$ cat src/rtl/rc4_ctrl_pkg.sv
// rc4_ctrl_pkg: shared state type, byte width and counter widths for the RC4 stream controller.
package rc4_ctrl_pkg;
  localparam int BYTE_W = 8;
  localparam int KEY_LEN_DEF = 16;
  localparam int MAX_BYTES_DEF = 65535;
  localparam int INIT_TIMEOUT_DEF = 1024;
  localparam int DROP_N_DEF = 256;

  typedef enum logic [2:0] {IDLE, KEYLOAD, WAIT_INIT, DROP, RUN, DRAIN} state_e;

  function automatic int cnt_w(input int n);
    return (n < 1) ? 1 : $clog2(n + 1);
  endfunction

  localparam int KEY_CNT_W = cnt_w(KEY_LEN_DEF);
  localparam int BYTE_CNT_W = cnt_w(MAX_BYTES_DEF);
  localparam int TIMER_W = cnt_w(INIT_TIMEOUT_DEF);
  localparam int DROP_CNT_W = cnt_w(DROP_N_DEF);
endpackage

$ cat src/rtl/rc4_ctrl_out_fifo.sv
// rc4_ctrl_out_fifo: 2-entry byte FIFO with valid/ready on both sides, async active-low reset.
module rc4_ctrl_out_fifo
  import rc4_ctrl_pkg::*;
(
  input  logic              clk,
  input  logic              rst_n,
  input  logic [BYTE_W-1:0] in_data_i,
  input  logic              in_valid_i,
  output logic              in_ready_o,
  output logic [BYTE_W-1:0] out_data_o,
  output logic              out_valid_o,
  input  logic              out_ready_i
);
  logic [BYTE_W-1:0] mem_q [2];
  logic wr_q, rd_q, push, pop;
  logic [1:0] cnt_q;

  assign in_ready_o = cnt_q != 2'd2;
  assign out_valid_o = cnt_q != 2'd0;
  assign out_data_o = mem_q[rd_q];
  assign push = in_valid_i & in_ready_o;
  assign pop = out_valid_o & out_ready_i;

  always_ff @(posedge clk or negedge rst_n)
    if (!rst_n) begin
      mem_q[0] <= '0;
      mem_q[1] <= '0;
      wr_q <= 1'b0;
      rd_q <= 1'b0;
      cnt_q <= 2'd0;
    end else begin
      if (push) mem_q[wr_q] <= in_data_i;
      wr_q <= wr_q ^ push;
      rd_q <= rd_q ^ pop;
      cnt_q <= cnt_q + {1'b0, push} - {1'b0, pop};
    end
endmodule

$ cat src/rtl/rc4_stream_ctrl.sv
// rc4_stream_ctrl: RC4 session sequencer - key load, init wait, keystream prefetch, XOR streaming.
// Define RC4_DROP_EN to discard the first DROP_N keystream bytes after init.
module rc4_stream_ctrl
  import rc4_ctrl_pkg::*;
#(
  parameter int KEY_LEN      = KEY_LEN_DEF,
  parameter int MAX_BYTES    = MAX_BYTES_DEF,
  parameter int INIT_TIMEOUT = INIT_TIMEOUT_DEF,
  parameter int DROP_N       = DROP_N_DEF
) (
  input  logic              clk,
  input  logic              rst,
  input  logic              start,
  input  logic [BYTE_W-1:0] key_byte,
  input  logic              key_valid,
  output logic              key_ready,
  output logic              core_restart,
  output logic [BYTE_W-1:0] core_password,
  output logic              core_valid,
  input  logic              core_init_done,
  output logic              core_ks_req,
  input  logic [BYTE_W-1:0] core_ks,
  input  logic              core_ks_valid,
  input  logic [BYTE_W-1:0] data_in,
  input  logic              in_valid,
  output logic              in_ready,
  output logic [BYTE_W-1:0] data_out,
  output logic              out_valid,
  input  logic              out_ready,
  output logic              busy,
  output logic              limit_hit,
  output logic              err
);
`ifdef RC4_DROP_EN
  localparam bit DROP_EN = 1'b1;
`else
  localparam bit DROP_EN = 1'b0;
`endif
  localparam int KW = cnt_w(KEY_LEN);
  localparam int BW = cnt_w(MAX_BYTES);
  localparam int TW = cnt_w(INIT_TIMEOUT);
  localparam int DW = cnt_w(DROP_N);

  state_e state_q, state_d;
  logic [KW-1:0] key_cnt_q, key_cnt_d;
  logic [BW-1:0] byte_cnt_q, byte_cnt_d;
  logic [TW-1:0] timer_q, timer_d;
  logic [DW-1:0] drop_cnt_q, drop_cnt_d;
  logic [BYTE_W-1:0] ks_buf_q, ks_buf_d, pwd_q, pwd_d;
  logic ks_full_q, ks_full_d, pend_q, pend_d;
  logic restart_q, restart_d, cvalid_q, cvalid_d;
  logic limit_q, limit_d, err_q, err_d;
  logic key_acc, in_acc, ks_take, fifo_rdy, under_max;

  assign under_max = byte_cnt_q < BW'(MAX_BYTES);
  assign busy = state_q != IDLE;
  assign key_ready = state_q == KEYLOAD;
  assign key_acc = key_valid & key_ready;
  assign in_ready = (state_q == RUN) & ks_full_q & fifo_rdy & under_max;
  assign in_acc = in_valid & in_ready;
  // At most one keystream request in flight; a response without one is ignored.
  assign core_ks_req = ((state_q == DROP) | ((state_q == RUN) & under_max)) & ~ks_full_q & ~pend_q;
  assign ks_take = core_ks_valid & pend_q;
  assign core_restart = restart_q;
  assign core_password = pwd_q;
  assign core_valid = cvalid_q;
  assign limit_hit = limit_q;
  assign err = err_q;

  rc4_ctrl_out_fifo u_fifo (
    .clk         (clk),
    .rst_n       (rst),
    .in_data_i   (data_in ^ ks_buf_q),
    .in_valid_i  (in_acc),
    .in_ready_o  (fifo_rdy),
    .out_data_o  (data_out),
    .out_valid_o (out_valid),
    .out_ready_i (out_ready)
  );

  always_comb begin
    state_d = state_q;
    key_cnt_d = key_cnt_q;
    byte_cnt_d = byte_cnt_q;
    timer_d = timer_q;
    drop_cnt_d = drop_cnt_q;
    ks_buf_d = ks_buf_q;
    ks_full_d = ks_full_q;
    pend_d = pend_q | core_ks_req;
    restart_d = 1'b0;
    cvalid_d = key_acc;
    pwd_d = key_acc ? key_byte : pwd_q;
    limit_d = limit_q;
    err_d = err_q;
    if (ks_take) begin
      pend_d = 1'b0;
      ks_buf_d = (state_q == DROP) ? ks_buf_q : core_ks;
      ks_full_d = state_q != DROP;
    end
    case (state_q)
      IDLE:
        if (start) begin
          state_d = KEYLOAD;
          restart_d = 1'b1;
          key_cnt_d = '0;
          byte_cnt_d = '0;
          limit_d = 1'b0;
          err_d = 1'b0;
          ks_full_d = 1'b0;
          pend_d = 1'b0;
        end
      KEYLOAD:
        if (key_acc) begin
          key_cnt_d = key_cnt_q + 1'b1;
          if (key_cnt_q == KW'(KEY_LEN - 1)) begin
            state_d = WAIT_INIT;
            timer_d = '0;
          end
        end
      WAIT_INIT:
        if (core_init_done) begin
          drop_cnt_d = '0;
          if (DROP_EN) state_d = DROP;
          else state_d = RUN;
        end else if (timer_q == TW'(INIT_TIMEOUT - 1)) begin
          err_d = 1'b1;
          state_d = IDLE;
        end else timer_d = timer_q + 1'b1;
      DROP:
        if (ks_take) begin
          drop_cnt_d = drop_cnt_q + 1'b1;
          if (drop_cnt_q == DW'(DROP_N - 1)) state_d = RUN;
        end
      RUN: begin
        if (in_acc) begin
          ks_full_d = 1'b0;
          byte_cnt_d = byte_cnt_q + 1'b1;
        end
        if (!under_max) state_d = DRAIN;
      end
      DRAIN:
        if (!out_valid) begin
          limit_d = 1'b1;
          state_d = IDLE;
        end
      default: state_d = IDLE;
    endcase
  end

  always_ff @(posedge clk or negedge rst)
    if (!rst) begin
      state_q <= IDLE;
      key_cnt_q <= '0;
      byte_cnt_q <= '0;
      timer_q <= '0;
      drop_cnt_q <= '0;
      ks_buf_q <= '0;
      ks_full_q <= 1'b0;
      pend_q <= 1'b0;
      restart_q <= 1'b0;
      cvalid_q <= 1'b0;
      pwd_q <= '0;
      limit_q <= 1'b0;
      err_q <= 1'b0;
    end else begin
      state_q <= state_d;
      key_cnt_q <= key_cnt_d;
      byte_cnt_q <= byte_cnt_d;
      timer_q <= timer_d;
      drop_cnt_q <= drop_cnt_d;
      ks_buf_q <= ks_buf_d;
      ks_full_q <= ks_full_d;
      pend_q <= pend_d;
      restart_q <= restart_d;
      cvalid_q <= cvalid_d;
      pwd_q <= pwd_d;
      limit_q <= limit_d;
      err_q <= err_d;
    end
endmodule

$ cat config.mk
export PLATFORM = sky130hd
export DESIGN_NAME = rc4_stream_ctrl
export DESIGN_NICKNAME = d
export VERILOG_FILES = /design/src/rtl/rc4_ctrl_pkg.sv /design/src/rtl/rc4_ctrl_out_fifo.sv /design/src/rtl/rc4_stream_ctrl.sv
export SDC_FILE = /design/constraint.sdc
export NUM_CORES = 1
export LEC_CHECK = 0
export BUFFER_PORTS_ARGS = -buffer_cell sky130_fd_sc_hd__buf_2
export CORE_MARGIN = 2
export CORE_UTILIZATION = 36
export CTS_BUF_LIST = sky130_fd_sc_hd__clkbuf_4 sky130_fd_sc_hd__clkbuf_8
export CTS_CLUSTER_DIAMETER = 80
export CTS_CLUSTER_SIZE = 20
export DETAILED_ROUTE_END_ITERATION = 10
export PLACE_DENSITY_LB_ADDON = 0.12
export SLEW_MARGIN = 20
export SYNTH_ARGS = -nofsm -noshare
export SYNTH_HDL_FRONTEND = slang
export SYNTH_HIERARCHICAL = 1
export SYNTH_SLANG_ARGS = --single-unit
$ cat constraint.sdc
create_clock -name clk -period 2.8 [get_ports clk]
set_input_delay 0.56 -clock clk [delete_from_list [all_inputs] [get_ports clk]]
set_output_delay 0.56 -clock clk [all_outputs]
set_load 0.01 [all_outputs]
==> metrics, run 1 <==
outcome finished, final reports clean; DRC violations left 0; initial core utilization 37.2%; Boundary Pins 57; Reg clk slew, reported paths 0.09 ns; Mean Syn Cell Area 11.0 um2; Peak VDD IR 0.316 mV; top cells by count, synth dfrtp_1 (86), nand2_1 (32), mux2_4 (24); Required @ worst endpoint 2.24 ns; Final Cycle Share 94.8%; max-cap violations 0; initial DRC count 187; die height 116 um; Power Density 563 mW/mm2; FP Rows 40; Fmax 377 MHz; most used flip-flop cell after synthesis dfrtp_1; Post-synth EDFFs 0; final setup fails 0; Fin. Hold Viols 0; slowest stage cell on the critical path or4_4; DP HPWL 6810 um; PnR worst setup slack 0.146 ns; Vias 3295; Synth warnings 6; grt ovf 0; Root Buffer clkbuf_8; Cell Area, Placed 0.00499 mm2; number of global-route vias before repair 3078; Switch Pwr 0.000916 W; top area cells in the synthesized netlist dfrtp_1 (48%), mux2_4 (8.0%), mux2_2 (4.2%); pin slew with the least headroom to its limit 0.689 ns; CP Cell Sequence ha_2 > nand4_4 > or4_4 > a21oi_2 > nor3_1 > buf_2; area delta synth->final 15.2%; ys async rst share 100%; first-pass GRT wire length 15800 um; HP Class input pin to asynchronous set/reset pin; die area 0.0134 mm2; Pint 0.00201 W; Wirelength per Cell 15.0 um; Seq/Total Area, Yosys 47.8%; final-stage net count 513; ANT nets after route 0; antenna violations before repair 0; core box area 0.0121 mm2; count leader, synth dfrtp_1; Setup Buffers After CTS 0; CP Launch Type register; post-route cell area 0.00519 mm2; Lkg Pwr 2.40 nW; Mapped Nets 452; Pwr Total 0.00292 W; I/O Buffers 56; share of power burned in combinational logic 21.5%; Vias/cell 5.12; final WL 9650 um; largest net degree at the start of global routing 50; Mapped Area 0.00451 mm2; layout cells sized above 1 29.4%; clock share of power 27.7%; Place WS 0.405 ns; Mapped Cells 410; number of synthesized register bits 86; Pre-antenna DRT Iters 4; CTS tree built; top cell type's share of synthesized area 47.8%; GRT Total Usage 15.3%; Slew HR 54.1%; Synth area leader dfrtp_1; Slew Limit Fails 0; critical path type register to output port; critical path peak fanout 9; ANT cells 0; Num CTS Buffers 9; clk sinks 86; H-tree levels 3; Period minus WS final 2.65 ns; WP data arrival 2.09 ns; switching fraction of total power 31.4%; Skew-Pair Late Insertion Delay 0.37 ns; Synth cell types 57; deepest clock path buffer count 2; crit-path max cell delay 0.58 ns; Setup crit end kind output port; routability cong. 0.822; sequential power share 50.8%; Clock Skew 0.00684 ns; Die Wd 116 um
-- cell type report --
type,instances,area (um2)
fillers,1200,6920
multi-input cells,287,2190
flip-flops and latches,86,2150
repair buffers,68,385
well taps,168,210
clock buffers,10,131
inverters,19,71.3
clock inverters,6,46.3
-- final timing paths --
kind | start | to | slack (ns) | cells past startpoint
min in group clk | key_byte[0] | core_password[0]$_DFFE_PN0P_ | 0.42 | 2
worst min-delay path | rst | u_fifo/mem_q[5]$_DFFE_PN0P_ | 0.15 | 1
worst min register to register | drop_cnt_q[8]$_DFFE_PN0P_ | drop_cnt_q[8]$_DFFE_PN0P_ | 0.49 | 2
worst max register to register | byte_cnt_q[1]$_DFFE_PN0P_ | u_fifo/mem_q[6]$_DFFE_PN0P_ | 0.49 | 7
worst max-delay path | byte_cnt_q[1]$_DFFE_PN0P_ | core_ks_req | 0.15 | 6
max in group asynchronous | rst | core_password[4]$_DFFE_PN0P_ | 2.02 | 2
-- worst max-delay path: cells and delay by family (launching register included) --
kind	cells	cell delay (ns)
DFF	1	0.38
adders and majority gates	1	0.24
and+or+nand+nor	3	0.80
AOI/OAI and AO/OA	1	0.17
buffers and inverters	1	0.14
-- cells in the final DEF, fill, tap and decap left out, types with 3 or more instances in the layout --
cell,instances
dfrtp_1,86
buf_2,55
nand2_1,32
mux2_4,24
o21ai_0,23
inv_1,19
nor2_1,18
nand3_1,17
mux2_2,17
a31oi_1,15
xor2_1,12
buf_4,12
ha_1,9
clkbuf_8,9
a21oi_1,8
nand4_1,7
nor4_1,6
and2_1,5
and3_1,5
or3_1,5
nor3_1,5
o31ai_1,5
nand3b_1,4
nor2b_1,4
a22oi_1,4
mux2i_1,4
xnor2_1,4
and4_1,3
o211ai_1,3
nand4b_1,3
nand2b_1,3
a41oi_1,3
a22o_1,3
-- flip-flops by register name, summed over array words and instances, names as in the netlist --
name and cells:
key_cnt_q 5, pend_q 1, core_password 8, byte_cnt_q 16, u_fifo/rd_q 1, limit_hit 1
u_fifo/wr_q 1, ks_full_q 1, drop_cnt_q 9, core_restart 1, ks_buf_q 8, core_valid 1
state_q 3, u_fifo/cnt_q 2, err 1, u_fifo/mem_q 16, timer_q 11
-- kinds of logic (layout without fill, tap and decap cells) --
logic type | count (synthesis) | after routing | share of synthesized area (%)
mux | 45 | 45 | 13.1
buf+inv | 37 | 103 | 4.05
flops | 86 | 86 | 47.8
fa+ha+maj | 10 | 10 | 2.78
xor+xnor | 16 | 16 | 3.11
simple gates | 134 | 134 | 16.9
compound gates | 82 | 82 | 12.2
-- power groups by stage --
stage / registers, W / logic [W] / clock network [W]
after floorplan: 0.00150 / 0.000419 / 0
after global placement: 0.00150 / 0.000631 / 0
after detailed placement: 0.00151 / 0.000638 / 0
after CTS: 0.00149 / 0.000642 / 0.000863
after global routing: 0.00151 / 0.000706 / 0.000912
final: 0.00148 / 0.000629 / 0.000810
-- per-stage QoR --
stage	utilization, %	hold slack (ns)	setup TNS (ns)	std cells
floorplan	-	0.264	0	410
global placement	41.2	0.463	0	628
detailed placement	41.2	0.470	0	628
CTS	42.7	0.138	0	644
global route	42.9	0.163	-0.00654	644
finish	42.9	0.149	0	644
-- metal layers --
metal / GRT usage, % / wire, um / vias to the layer above
met4: 6.75 / 94 / 0
met1: 21.3 / 4710 / 1621
met3: 3.92 / 324 / 6
met2: 22.5 / 4530 / 50
met5: 0 / 0 / -
li1: - / - / 1618
-- repair_timing --
action,4_1_cts,5_1_grt
setup endpoints to repair,1,1
hold buffers,0,0
pin swaps,0,0
gates resized for setup,1,4
Power figures use the tool's default switching activity.
==> run 2: changes to the inputs <==
--- a/config.mk
+++ b/config.mk
@@ -12,7 +12,9 @@
 export CTS_CLUSTER_DIAMETER = 80
 export CTS_CLUSTER_SIZE = 20
 export DETAILED_ROUTE_END_ITERATION = 10
-export PLACE_DENSITY_LB_ADDON = 0.12
+export PLACE_DENSITY = 0.54
+export RECOVER_POWER = 100
+export SETUP_SLACK_MARGIN = 0.2
 export SLEW_MARGIN = 20
 export SYNTH_ARGS = -nofsm -noshare
 export SYNTH_HDL_FRONTEND = slang
==> run 2 against run 1 <==
The run now ends with max-capacitance violations, max-slew violations left. First-iteration DRC count shrank 5.9%. Sequential share of layout area grew 1.1 points. Total power shrank 2.6%. Cell count grew 0.31%. Utilization shrank 0.99 points. Wire length up 0.51%. Setup slack better by 0.11 ns. Clock-buffer cell count is the same. Fmax rose by 4.1%. Clock skew grew 0.0013 ns. Global-route usage decreased by 0.16 points. Worst hold slack improved by 0.27 ns. Critical path type unchanged. Largest cell class is now sequential cells. Highest routed layer unchanged.
==> metrics, run 2 (synthesis gave the netlist of run 1 again) <==
Vias/cell 5.17; slowest stage cell on the critical path or4_4; Root Buffer clkbuf_8; Required @ worst endpoint 2.24 ns; DP HPWL 6730 um; crit-path leading delay family simple AND/OR/NAND/NOR gates; Peak VDD IR 0.339 mV; Slew HR -46.8%; Slew Limit Fails 40; Setup crit end kind output port; Buf/Inv on CP 1; met2 Track Usage GR 23.2%; met1 GRT Util 21.1%; grt ovf 0; met3 Usage GRT 2.72%; pin slew with the least headroom to its limit 2.20 ns; Die Wd 116 um; Post-CTS Hold Buffers 0; Fin. Hold Viols 0; unrepaired setup endpoints after global routing no; Vias 3342; initial DRC count 176; final WL 9700 um; H-tree levels 3; outcome complete, but fails checks; Boundary Pins 57; antenna violations before repair 0; ANT cells 0; Power Density 561 mW/mm2; first-pass GRT wire length 15800 um; Pre-antenna DRT Iters 4; Period minus WS final 2.55 ns; number of global-route vias before repair 3195; failing checks max-capacitance violations, max-slew violations; crit-path max cell delay 0.55 ns; FP Rows 40; biggest regs byte_cnt_q (16), u_fifo/mem_q (16), timer_q (11); Skew-Pair Late Insertion Delay 0.37 ns; initial core utilization 37.2%; GRT Total Usage 15.1%; clk sinks 86; area delta synth->final 12.6%; I/O Buffers 56; critical path type register to output port; Placed Cells 627; largest net degree at the start of global routing 48; core box area 0.0121 mm2; DRC violations left 0; ANT nets after route 0; Final Cycle Share 91.0%; max-cap violations 1; layer with the highest usage met2; CTS tree built; Wirelength per Cell 15.0 um; die area 0.0134 mm2; Cell Count, Final, Fillers Out 646; commonest non-fill, non-tap cell in the layout dfrtp_1; critical path peak fanout 4; Clock Skew 0.00811 ns; WP data arrival 1.99 ns; Fmax 392 MHz; CP Launch Type register; setup_tns 0 ns; CP Cell Sequence ha_4 > nand4_4 > or4_4 > a21oi_1 > nor3_1 > buf_2; HP Class input pin to register; layout cells sized above 1 19.7%; deepest clock path buffer count 2; final setup fails 0; routability cong. 0.765; die height 116 um; commonest cells after routing, fill and taps aside dfrtp_1 (83), buf_2 (40), nand2_1 (32); Lkg Pwr 2.32 nW; final-stage net count 516; Num CTS Buffers 9; Reg clk slew, reported paths 0.09 ns
## run 2: cell types whose count changed in the layout (fill, tap and decap cells not counted), sizes merged
| cell | delta |
|---|---|
| clkinvlp | +1 |
| clkbuf | +22 |
| inv | -2 |
| buf | -19 |
## run 2: layout make-up
type / count / area (um2)
Clock buffer: 10 / 138
Clock inverter: 5 / 36.3
Fill cell: 1247 / 7040
Inverter: 19 / 71.3
Multi-Input combinational cell: 287 / 2100
Sequential cell: 86 / 2160
Tap cell: 168 / 210
Timing Repair Buffer: 71 / 364
## run 2: what timing repair did
| item | CTS | global route |
|---|---|---|
| gates resized for setup | 6 | 4 |
| pin swaps | 0 | 1 |
| gates cloned | 0 | 0 |
| setup endpoints to repair | 1 | 1 |
| setup buffers | 3 | 1 |
## run 2: final timing paths
path	start	endpoint	slack (ns)	cells after the start
setup reg to reg	state_q[2]$_DFFE_PN0P_	timer_q[9]$_DFFE_PN0P_	0.36	5
max in group asynchronous	rst	core_password[1]$_DFFE_PN0P_	0.71	1
setup / recovery	byte_cnt_q[1]$_DFFE_PN0P_	core_ks_req	0.25	6
min in group asynchronous	rst	ks_buf_q[5]$_DFFE_PN0P_	0.83	1
hold / removal	core_ks[7]	ks_buf_q[7]$_DFFE_PN0P_	0.42	2
hold reg to reg	drop_cnt_q[8]$_DFFE_PN0P_	drop_cnt_q[8]$_DFFE_PN0P_	0.48	2
## run 2: layer usage
metal / vias to the layer above / wire (um)
met5: - / 0
met4: 0 / 171
met3: 17 / 286
met2: 59 / 4320
met1: 1642 / 4920
li1: 1624 / -
## run 2: power by group
part | leakage, nW | switching, W | total [W] | internal, W
Clock | 0.0804 | 0.000456 | 0.000797 | 0.000341
Combinational | 1.11 | 0.000319 | 0.000575 | 0.000255
Sequential | 1.13 | 0.000101 | 0.00147 | 0.00137
## run 2: stage by stage
stage          util, %  power [W]  setup slack (ns)  hold WS (ns)  instance area (um2)
6_report          41.9    0.00285             0.251         0.418                 5070
5_1_grt           41.9    0.00303             0.139         0.405                 5070
4_1_cts           43.0    0.00295             0.239         0.166                 5210
3_5_place_dp      41.1    0.00214             0.359         0.471                 4980
3_3_place_gp      41.1    0.00212             0.408         0.464                 4980
2_1_floorplan        -    0.00192             0.603         0.264                 4510
